`src/rtl/serial_cmd_rx_if.sv`:
```
// Pin and register-bus bundle between the FX2 serial host and serial_cmd_rx.
// Latency: none; this is wiring only.
// Backpressure: none; the host pins and the write strobe are fire-and-forget.
interface serial_cmd_rx_if;
    // Host pins, asynchronous to master_clk
    logic        serial_enable;
    logic        serial_clock;
    logic        serial_din;
    logic        serial_dout;

    // Readback sources
    logic [31:0] readback_0;
    logic [31:0] readback_1;
    logic [31:0] readback_2;
    logic [31:0] readback_3;

    // Register write bus
    logic [6:0]  serial_addr;
    logic [31:0] serial_data;
    logic        serial_strobe;
    logic        frame_error;

    // Receiver side
    modport slave (
        input  serial_enable,
        input  serial_clock,
        input  serial_din,
        output serial_dout,
        input  readback_0,
        input  readback_1,
        input  readback_2,
        input  readback_3,
        output serial_addr,
        output serial_data,
        output serial_strobe,
        output frame_error
    );

    // Host / register-file side
    modport master (
        output serial_enable,
        output serial_clock,
        output serial_din,
        input  serial_dout,
        output readback_0,
        output readback_1,
        output readback_2,
        output readback_3,
        input  serial_addr,
        input  serial_data,
        input  serial_strobe,
        frame_error
    );
endinterface

```
`src/rtl/serial_cmd_rx.sv`:
```
// Deserializes SEN/SCLK/SDI host frames into a one-cycle register write strobe; optional SDO readback.
// Latency: strobe/frame_error start on the 4th master_clk edge after SEN falls; SDO follows SCLK within 4 cycles.
// Backpressure: none; every accepted frame produces exactly one strobe or one error pulse.
// Readback is built only when SERIAL_READBACK_EN is defined; otherwise serial_dout is tied low.
module serial_cmd_rx #(
    parameter int FRAME_BITS = 40
) (
    input  logic            master_clk,
    input  logic            reset_n,
    serial_cmd_rx_if.slave  bus
);

    localparam logic [5:0] FRAME_CNT = 6'(FRAME_BITS);

    typedef enum logic [1:0] {
        S_WAIT_IDLE,
        S_IDLE,
        S_SHIFT,
        S_DONE
    } state_t;

    // Synchronizers: meta, sync, history
    logic r_sen_meta, r_sen_sync, r_sen_hist;
    logic r_sclk_meta, r_sclk_sync, r_sclk_hist;
    logic r_sdi_meta, r_sdi_sync;

    state_t                  r_state;
    logic [FRAME_BITS-1:0]   r_sr;
    logic [5:0]              r_cnt;
    logic [6:0]              r_addr;
    logic [31:0]             r_data;
    logic                    r_strobe;
    logic                    r_ferr;

    logic                    w_sclk_rise;
    logic                    w_sen_fall;
    logic [FRAME_BITS-1:0]   w_sr_next;

    // Bring the host pins into master_clk. SEN resets high so that WAIT_IDLE
    // only leaves once a real low level has propagated through the chain.
    always_ff @(posedge master_clk or negedge reset_n) begin
        if (!reset_n) begin
            r_sen_meta  <= 1'b1;
            r_sen_sync  <= 1'b1;
            r_sen_hist  <= 1'b1;
            r_sclk_meta <= 1'b0;
            r_sclk_sync <= 1'b0;
            r_sclk_hist <= 1'b0;
            r_sdi_meta  <= 1'b0;
            r_sdi_sync  <= 1'b0;
        end else begin
            r_sen_meta  <= bus.serial_enable;
            r_sen_sync  <= r_sen_meta;
            r_sen_hist  <= r_sen_sync;
            r_sclk_meta <= bus.serial_clock;
            r_sclk_sync <= r_sclk_meta;
            r_sclk_hist <= r_sclk_sync;
            r_sdi_meta  <= bus.serial_din;
            r_sdi_sync  <= r_sdi_meta;
        end
    end

    assign w_sclk_rise = r_sclk_sync & ~r_sclk_hist;
    assign w_sen_fall  = ~r_sen_sync & r_sen_hist;
    assign w_sr_next   = {r_sr[FRAME_BITS-2:0], r_sdi_sync};

    // Frame state machine: collect bits while SEN is high, then judge the frame
    // in DONE. IDLE tests the SEN level rather than the edge so that a SEN
    // re-rise landing during DONE is still caught.
    always_ff @(posedge master_clk or negedge reset_n) begin
        if (!reset_n) begin
            r_state  <= S_WAIT_IDLE;
            r_sr     <= '0;
            r_cnt    <= '0;
            r_addr   <= '0;
            r_data   <= '0;
            r_strobe <= 1'b0;
            r_ferr   <= 1'b0;
        end else begin
            r_strobe <= 1'b0;
            r_ferr   <= 1'b0;
            case (r_state)
                S_WAIT_IDLE: begin
                    if (!r_sen_sync) begin
                        r_state <= S_IDLE;
                    end
                end
                S_IDLE: begin
                    if (r_sen_sync) begin
                        r_sr    <= '0;
                        r_cnt   <= '0;
                        r_state <= S_SHIFT;
                    end
                end
                S_SHIFT: begin
                    if (w_sclk_rise) begin
                        r_sr <= w_sr_next;
                        if (r_cnt != 6'd63) begin
                            r_cnt <= r_cnt + 6'd1;
                        end
                    end
                    if (w_sen_fall) begin
                        r_state <= S_DONE;
                    end
                end
                S_DONE: begin
                    if (r_cnt == FRAME_CNT) begin
                        // Read frames (MSB set) are consumed silently.
                        if (!r_sr[FRAME_BITS-1]) begin
                            r_addr   <= r_sr[FRAME_BITS-2 -: 7];
                            r_data   <= r_sr[31:0];
                            r_strobe <= 1'b1;
                        end
                    end else begin
                        r_ferr <= 1'b1;
                    end
                    r_state <= S_IDLE;
                end
                default: begin
                    r_state <= S_WAIT_IDLE;
                end
            endcase
        end
    end

    assign bus.serial_addr   = r_addr;
    assign bus.serial_data   = r_data;
    assign bus.serial_strobe = r_strobe;
    assign bus.frame_error   = r_ferr;

`ifdef SERIAL_READBACK_EN
    logic        w_sclk_fall;
    logic [31:0] w_rb_sel;
    logic [31:0] r_rb_word;
    logic [4:0]  r_rb_cnt;
    logic        r_rb_act;
    logic        r_dout;

    assign w_sclk_fall = ~r_sclk_sync & r_sclk_hist;

    // Pick the readback word from the address that completes with the 8th bit.
    always_comb begin
        w_rb_sel = 32'h0;
        case (w_sr_next[6:0])
            7'd1:    w_rb_sel = bus.readback_0;
            7'd2:    w_rb_sel = bus.readback_1;
            7'd3:    w_rb_sel = bus.readback_2;
            7'd4:    w_rb_sel = bus.readback_3;
            default: w_rb_sel = 32'h0;
        endcase
    end

    // SDO shifter: latch on the 8th SCLK rise of a read, present the MSB at once,
    // advance one bit per SCLK fall, and go quiet after 32 bits or SEN fall.
    always_ff @(posedge master_clk or negedge reset_n) begin
        if (!reset_n) begin
            r_rb_word <= '0;
            r_rb_cnt  <= '0;
            r_rb_act  <= 1'b0;
            r_dout    <= 1'b0;
        end else if (r_state != S_SHIFT || w_sen_fall) begin
            r_rb_act <= 1'b0;
            r_dout   <= 1'b0;
        end else if (w_sclk_rise && r_cnt == 6'd7 && w_sr_next[7]) begin
            r_rb_word <= w_rb_sel;
            r_rb_cnt  <= '0;
            r_rb_act  <= 1'b1;
            r_dout    <= w_rb_sel[31];
        end else if (w_sclk_fall && r_rb_act) begin
            if (r_rb_cnt == 5'd31) begin
                r_rb_act <= 1'b0;
                r_dout   <= 1'b0;
            end else begin
                r_rb_word <= {r_rb_word[30:0], 1'b0};
                r_rb_cnt  <= r_rb_cnt + 5'd1;
                r_dout    <= r_rb_word[30];
            end
        end
    end

    assign bus.serial_dout = r_dout;
`else
    // Readback sources are not consumed in this build.
    logic w_unused_rb;
    assign w_unused_rb     = ^{bus.readback_0, bus.readback_1, bus.readback_2, bus.readback_3};
    assign bus.serial_dout = 1'b0;
`endif

endmodule

```
`src/flat_wrapper.sv`:
```
// flat-port wrapper written by rule: the top's interface ports become plain ports
module serial_cmd_rx_flat 
#(
    parameter int FRAME_BITS = 40
)
  (master_clk, reset_n, bus_serial_enable, bus_serial_clock, bus_serial_din, bus_serial_dout, bus_readback_0, bus_readback_1, bus_readback_2, bus_readback_3, bus_serial_addr, bus_serial_data, bus_serial_strobe, bus_frame_error);
  serial_cmd_rx_if bus_i ();
  input  logic master_clk;
  input  logic reset_n;
  input wire logic [$bits(bus_i.serial_enable)-1:0] bus_serial_enable;
  input wire logic [$bits(bus_i.serial_clock)-1:0] bus_serial_clock;
  input wire logic [$bits(bus_i.serial_din)-1:0] bus_serial_din;
  output wire logic [$bits(bus_i.serial_dout)-1:0] bus_serial_dout;
  input wire logic [$bits(bus_i.readback_0)-1:0] bus_readback_0;
  input wire logic [$bits(bus_i.readback_1)-1:0] bus_readback_1;
  input wire logic [$bits(bus_i.readback_2)-1:0] bus_readback_2;
  input wire logic [$bits(bus_i.readback_3)-1:0] bus_readback_3;
  output wire logic [$bits(bus_i.serial_addr)-1:0] bus_serial_addr;
  output wire logic [$bits(bus_i.serial_data)-1:0] bus_serial_data;
  output wire logic [$bits(bus_i.serial_strobe)-1:0] bus_serial_strobe;
  output wire logic [$bits(bus_i.frame_error)-1:0] bus_frame_error;
  assign bus_i.serial_enable = bus_serial_enable;
  assign bus_i.serial_clock = bus_serial_clock;
  assign bus_i.serial_din = bus_serial_din;
  assign bus_serial_dout = bus_i.serial_dout;
  assign bus_i.readback_0 = bus_readback_0;
  assign bus_i.readback_1 = bus_readback_1;
  assign bus_i.readback_2 = bus_readback_2;
  assign bus_i.readback_3 = bus_readback_3;
  assign bus_serial_addr = bus_i.serial_addr;
  assign bus_serial_data = bus_i.serial_data;
  assign bus_serial_strobe = bus_i.serial_strobe;
  assign bus_frame_error = bus_i.frame_error;
  serial_cmd_rx #(.FRAME_BITS(FRAME_BITS)) u_core (.master_clk(master_clk), .reset_n(reset_n), .bus(bus_i));
endmodule
```
`config.mk`:
```
export PLATFORM = sky130hd
export DESIGN_NAME = serial_cmd_rx_flat
export DESIGN_NICKNAME = d
export VERILOG_FILES = /design/src/rtl/serial_cmd_rx_if.sv /design/src/rtl/serial_cmd_rx.sv /design/src/flat_wrapper.sv
export SDC_FILE = /design/constraint.sdc
export NUM_CORES = 1
export LEC_CHECK = 0
export ABC_AREA = 1
export ABC_CLOCK_PERIOD_IN_PS = 1500
export CORE_MARGIN = 2
export CORE_UTILIZATION = 38
export DETAILED_ROUTE_END_ITERATION = 6
export HOLD_SLACK_MARGIN = 0.03
export PLACE_DENSITY_LB_ADDON = 0.3
export SLEW_MARGIN = 15
export SYNTH_ARGS = -nofsm -noshare
export SYNTH_HDL_FRONTEND = slang
export SYNTH_SLANG_ARGS = --single-unit
```
`constraint.sdc`:
```
create_clock -name master_clk -period 1.5 [get_ports master_clk]
set_input_delay 0.375 -clock master_clk [delete_from_list [all_inputs] [get_ports master_clk]]
set_output_delay 0.375 -clock master_clk [all_outputs]
set_load 0.1 [all_outputs]
```
### Word level (Yosys, flattened, before mapping)

Cells that the tools add are included.
W data, S select, Z words.

* output and inout bits: 42
* word-level logic and storage cells: 53
* input port bits: 133
* flip-flop bits (word level): 97

* bitwise logic cells: 5
* mux-type cells: 16
* $add $sub $neg: 1
* eq/ne operators: 10
* reductions and logical operators: 6

Operators by type and width (number)
* $mux W40: 2
* $pmux W40 S2: 1
* $mux W6: 3
* $pmux W6 S2: 1
* $reduce_and A3 Y1: 3
* $ne A2 B1 Y1 const B: 4
* $pmux W2 S4: 1
* $add A6 B1 Y6 const B: 1
* $eq A6 B6 Y1 const B: 1
* $mux W2: 3
* $ne A6 B6 Y1 const B: 1
* $mux W1: 5
* $eq A2 B2 Y1 const B: 2
* $reduce_and A4 Y1: 1
* $not A1 Y1: 3
* $and A1 B1 Y1: 2
* $eq A2 B1 Y1 const B: 1
* $logic_not A2 Y1: 1
* $ne A2 B2 Y1 const B: 1
* $reduce_bool A2 Y1: 1

### Depth between registers and ports, before layout

* depth in word-level cells: 4
* depth in mapped cells: 9
* mapped depth without buffers: 8

### Worst setup path before layout

Ideal clock, no wire load.

* path type: register to register
* start: register u_core.r_state[0]
* end: register u_core.r_cnt[0]
* setup time: 126 ps
* slack: 33 ps
* stages on the path, launching flop included: 9
* data arrival time: 1341 ps
* period minus slack after synthesis: 1467 ps
* cell sequence: dfrtp_1 inv_1 ha_1 buf_2 or2_2 nand3_1 nor2_2 nand2_1 o21ai_1

* longest elaborated chain between the ends: 3
* elaborated cells between the ends (all ways): 8
* those cells by class: eq/ne: 5; mux: 1; reduce/logical: 2

Ends and longest elaborated chain
* from (decl): line serial_cmd_rx.sv:27 `state_t r_state;`
* from (signal assigned): line serial_cmd_rx.sv:72 `r_state <= S_WAIT_IDLE;`
* from (signal assigned): line serial_cmd_rx.sv:85 `r_state <= S_IDLE;`
* from (signal assigned): line serial_cmd_rx.sv:92 `r_state <= S_SHIFT;`
* $eq A2 B2 Y1 or $eq A2 B1 Y1 (tied branches): line serial_cmd_rx.sv:82 `case (r_state)`
* $ne A2 B1 Y1 (no source line) or $reduce_bool A2 Y1 (tied branches)
* $reduce_and A4 Y1 (no source line)
* to (signal assigned): line serial_cmd_rx.sv:99 `r_cnt <= r_cnt + 6'd1;`
* to (decl): line serial_cmd_rx.sv:29 `logic [5:0] r_cnt;`

Parallel ways exist; a longest one is shown, timed or not.
A chain may end at the register's enable or synchronous reset.

### Final worst setup path

* start: register u_core.r_cnt[0]
* end: register u_core.r_data[26] (netlist: u_core.bus.serial_data[26])

* longest elaborated chain between the ends: 2

Ends and longest elaborated chain
* $eq A6 B6 Y1: line serial_cmd_rx.sv:107 `if (r_cnt == FRAME_CNT) begin`
* $reduce_and A3 Y1 (no source line)
* to (signal assigned): line serial_cmd_rx.sv:111 `r_data <= r_sr[31:0];`
* to (decl): line serial_cmd_rx.sv:31 `logic [31:0] r_data;`

No other way between the ends.

==> run_results.csv <==
group,metric,value,unit
clock_network,clk_path_buf_depth,2,
worst_setup_path,critPathKind,"flip-flop to flip-flop",
run_status,status,"finished, violations left",
logic_synthesis,synth_nets,588,
final_layout,finalNonFillerCells,655,
logic_synthesis,synth-edff-count,0,
timing,finalClockSkew,0.00608,ns
die,row_count,37,
run_status,violations,"negative setup slack",
grt,antenna_found_initial,0,
worst_setup_path,start_kind,"flip-flop",
power_and_ir_drop,p_seq_frac,0.347,
timing,max_freq,0.635,GHz
timing,worstMarginPinSlew,0.510,ns
clock_network,cts.sinks,97,
worst_setup_path,worstReg2RegEnd,"u_core.bus.serial_data[26]$_DFFE_PN0P_",
timing,setup_viol,39,
worst_setup_path,crit_fanout,8,
logic_synthesis,ys_seq_area_frac,0.604,
grt,grt_max_degree,41,
hold_path,hold_class,"flip-flop to flip-flop",
logic_synthesis,synth_cells,449,
route,vias,3284,
power_and_ir_drop,finalPower,8.13,mW
final_layout,syn_to_final_growth,45.0,%
worst_setup_path,critPathCaptureType,"flip-flop",
power_and_ir_drop,ir_worst_vdd,1.23,mV
die,die_area,0.0114,mm2
placed_design,gp_congestion,0.767,
grt,grt_pass1_wl,14900,um
logic_synthesis,synth.most_common_cell,"nand2_1",
logic_synthesis,synthFlopType,"dfrtp_1",
route,met1_length,4190,um
clock_network,clk_pin_slew,0.09,ns
worst_setup_path,rr_startpoint,"u_core.r_cnt[0]$_DFFE_PN0P_",
worst_setup_path,worst-r2r-setup-slack,-0.08,ns
die,core-area,0.0103,mm2
route,remaining_drc_errors,0,
logic_synthesis,post-synth-top-area-fraction,0.584,
clock_network,cts-root-buf,"clkbuf_8",
route,wl,9360,um
hold_path,hold_end,"u_core.r_sclk_sync$_DFF_PN0_",
power_and_ir_drop,powerDensity,1390,mW/mm2
die,fp.dieW,107,um
timing,setup_ws,-0.0755,ns
route,drt-wirelength-per-cell,14.3,um
clock_network,numCtsBuffers,9,
power_and_ir_drop,p_int,5.02,mW
route,vias_per_cell,5.01,
route,met2_length,4620,um
route,ant_nets,0,
timing,hold_viol_final,0,
clock_network,clk_latency,0.36,ns
route,firstDrtPassIters,4,
hold_path,hold_depth,0,
hold_path,hold_path_startpoint,"u_core.r_sclk_meta$_DFF_PN0_",
worst_setup_path,r2r_cells,8,
timing,max-slew-margin-rel,0.660,
logic_synthesis,ys_ff_latch,97,
route,highest_layer,"met4",
clock_network,h-tree-depth,3,
timing,grt_setup_unrepaired,"yes",
logic_synthesis,netlist_area,0.00403,mm2
logic_synthesis,ys_warn_count,0,
die,ioPinCount,175,
flow_run,cap_violations,0,
logic_synthesis,synthTopCellsByArea,"dfrtp_1 (58%), nand2_1 (14%), nand3_1 (11%)",
power_and_ir_drop,p_leak,2.95,nW
final_layout,fin_util,0.565,
die,die_height,107,um
logic_synthesis,syn_area_per_cell,8.96,um2
power_and_ir_drop,clkPwrFrac,0.201,
placed_design,place_inst,623,
final_layout,drive_gt1_frac,0.301,
grt,grt_pass1_vias,3063,
timing,fin_crit_sh,1.05,
timing,slew_violations,0,
final_layout,antenna_cells,0,
final_layout,nNetsFinal,654,
route,met3_length,395,um
placed_design,portBuffers,45,
logic_synthesis,yosysTopAreaCell,"dfrtp_1",
power_and_ir_drop,sw_frac_of_total,0.382,
route,first_iter_violations,183,
die,initial_core_util,0.390,
placed_design,post-place-ws,-0.0716,ns
placed_design,dp_hpwl,5590,um
logic_synthesis,synth.distinct_cells,20,
final_layout,fill_cells,882,
timing,fin_crit,1.58,ns
power_and_ir_drop,power_switching,3.10,mW
power_and_ir_drop,pwr-share-comb,0.452,
logic_synthesis,ys_async_sr_fraction,1.00,
clock_network,cts_tree,"built",
logic_synthesis,synth_common_cells,"nand2_1 (152), dfrtp_1 (94), nand3_1 (86)",
worst_setup_path,required,1.75,ns
grt,grt.total_usage,0.164,
worst_setup_path,cp.arrival,1.83,ns
grt,grt-ovfl-total,0,
## cell families after synthesis
kind of cell,count (synthesis),synth area share
flip-flops,97,0.604
adder cells (fa/ha/maj),6,0.0187
AND/OR/NAND/NOR,252,0.267
other,1,0.000932
AO/OA/AOI/OAI,46,0.0578
buffers and inverters,47,0.0519
## sequential cells by signal, summed over array words and instances, names as in the netlist
| signal | count |
|---|---|
| u_core.r_sen_meta | 1 |
| u_core.r_state | 2 |
| u_core.bus.frame_error | 1 |
| u_core.r_sclk_meta | 1 |
| u_core.r_sen_sync | 1 |
| u_core.r_sclk_hist | 1 |
| u_core.r_cnt | 6 |
| u_core.bus.serial_data | 32 |
| u_core.r_sr | 40 |
| u_core.bus.serial_strobe | 1 |
| u_core.r_sen_hist | 1 |
| u_core.r_sdi_meta | 1 |
| u_core.r_sclk_sync | 1 |
| u_core.bus.serial_addr | 7 |
| u_core.r_sdi_sync | 1 |
## through the flow
stage               hold slack (ns)  setup TNS (ns)  area [um2]
floorplan                    0.0794               0        4030
global placement              0.333               0        5140
detailed placement            0.336           -1.68        5140
CTS                           0.358          -0.234        5450
global route                  0.369           -6.36        5840
finish                        0.353           -2.20        5840
## worst max path at each step
| stage | startpoint | end | slack [ns] | depth (start not counted) |
|---|---|---|---|---|
| floorplan | u_core.r_state[0]$_DFFE_PN0P_ | u_core.r_cnt[0]$_DFFE_PN0P_ | 0.03 | 8 |
| global placement | u_core.r_cnt[0]$_DFFE_PN0P_ | u_core.bus.serial_data[27]$_DFFE_PN0P_ | 0.003 | 8 |
| detailed placement | u_core.r_state[0]$_DFFE_PN0P_ | u_core.r_sr[12]$_DFFE_PN0P_ | -0.07 | 7 |
| CTS | u_core.r_cnt[0]$_DFFE_PN0P_ | u_core.bus.serial_data[0]$_DFFE_PN0P_ | -0.02 | 8 |
| global route | u_core.r_cnt[0]$_DFFE_PN0P_ | u_core.bus.serial_data[28]$_DFFE_PN0P_ | -0.16 | 8 |
| finish | u_core.r_cnt[0]$_DFFE_PN0P_ | u_core.bus.serial_data[26]$_DFFE_PN0P_ | -0.08 | 8 |
## layer usage
metal	vias to the layer above	GRT usage
li1	1591	-
met1	1607	0.235
met2	74	0.248
met3	12	0.0243
met4	0	0.0705
met5	-	0
## repair_timing
action	CTS	global route
pin swaps	1	22
cloned	2	5
buffers inserted	4	5
hold buffers	1	0
setup endpoints to repair	85	88
gates resized for setup	11	72
hold endpoints to repair	30	0
## placed cells by master, fill, tap and decap left out, drive strengths merged
cell / instances
nor3: 2
o21ai: 45
ha: 6
nor2: 10
nand2: 152
clkinv: 2
buf: 78
nand4: 1
clkbuf: 13
clkinvlp: 3
dfstp: 3
inv: 16
clkdlybuf4s50: 3
nand3: 86
o21bai: 1
bufinv: 1
or2: 1
dfrtp: 94
dlygate4sd3: 1
conb: 1
## area by class of cell
class / instances / area (um2) / share of cell area
clock buffer: 10 / 128 / 0.0219
inverter: 17 / 76.3 / 0.0131
clock inverter: 5 / 57.6 / 0.00986
sequential: 97 / 2430 / 0.417
tap: 136 / 170 / 0.0292
multi-input combinational: 305 / 1620 / 0.277
timing repair buffer: 85 / 1350 / 0.232
## critical path: stages, from the launching register on
cell and delay (ns):
dfrtp_1 0.41, inv_2 0.09, ha_4 0.14, nand3_4 0.07, nor3_4 0.29, nand2_4 0.16
clkbuf_16 0.21, nand2_2 0.05, nand2_1 0.04
## power groups by stage
| stage | clock, mW | sequential (mW) | combinational, mW |
|---|---|---|---|
| 2_1_floorplan | 0 | 2.91 | 1.37 |
| 3_3_place_gp | 0 | 2.83 | 2.15 |
| 3_5_place_dp | 0 | 2.84 | 2.20 |
| 4_1_cts | 1.67 | 2.79 | 2.83 |
| 5_1_grt | 1.79 | 2.83 | 3.91 |
| 6_report | 1.63 | 2.82 | 3.67 |
No activity file was read; power rests on OpenSTA's default activity.
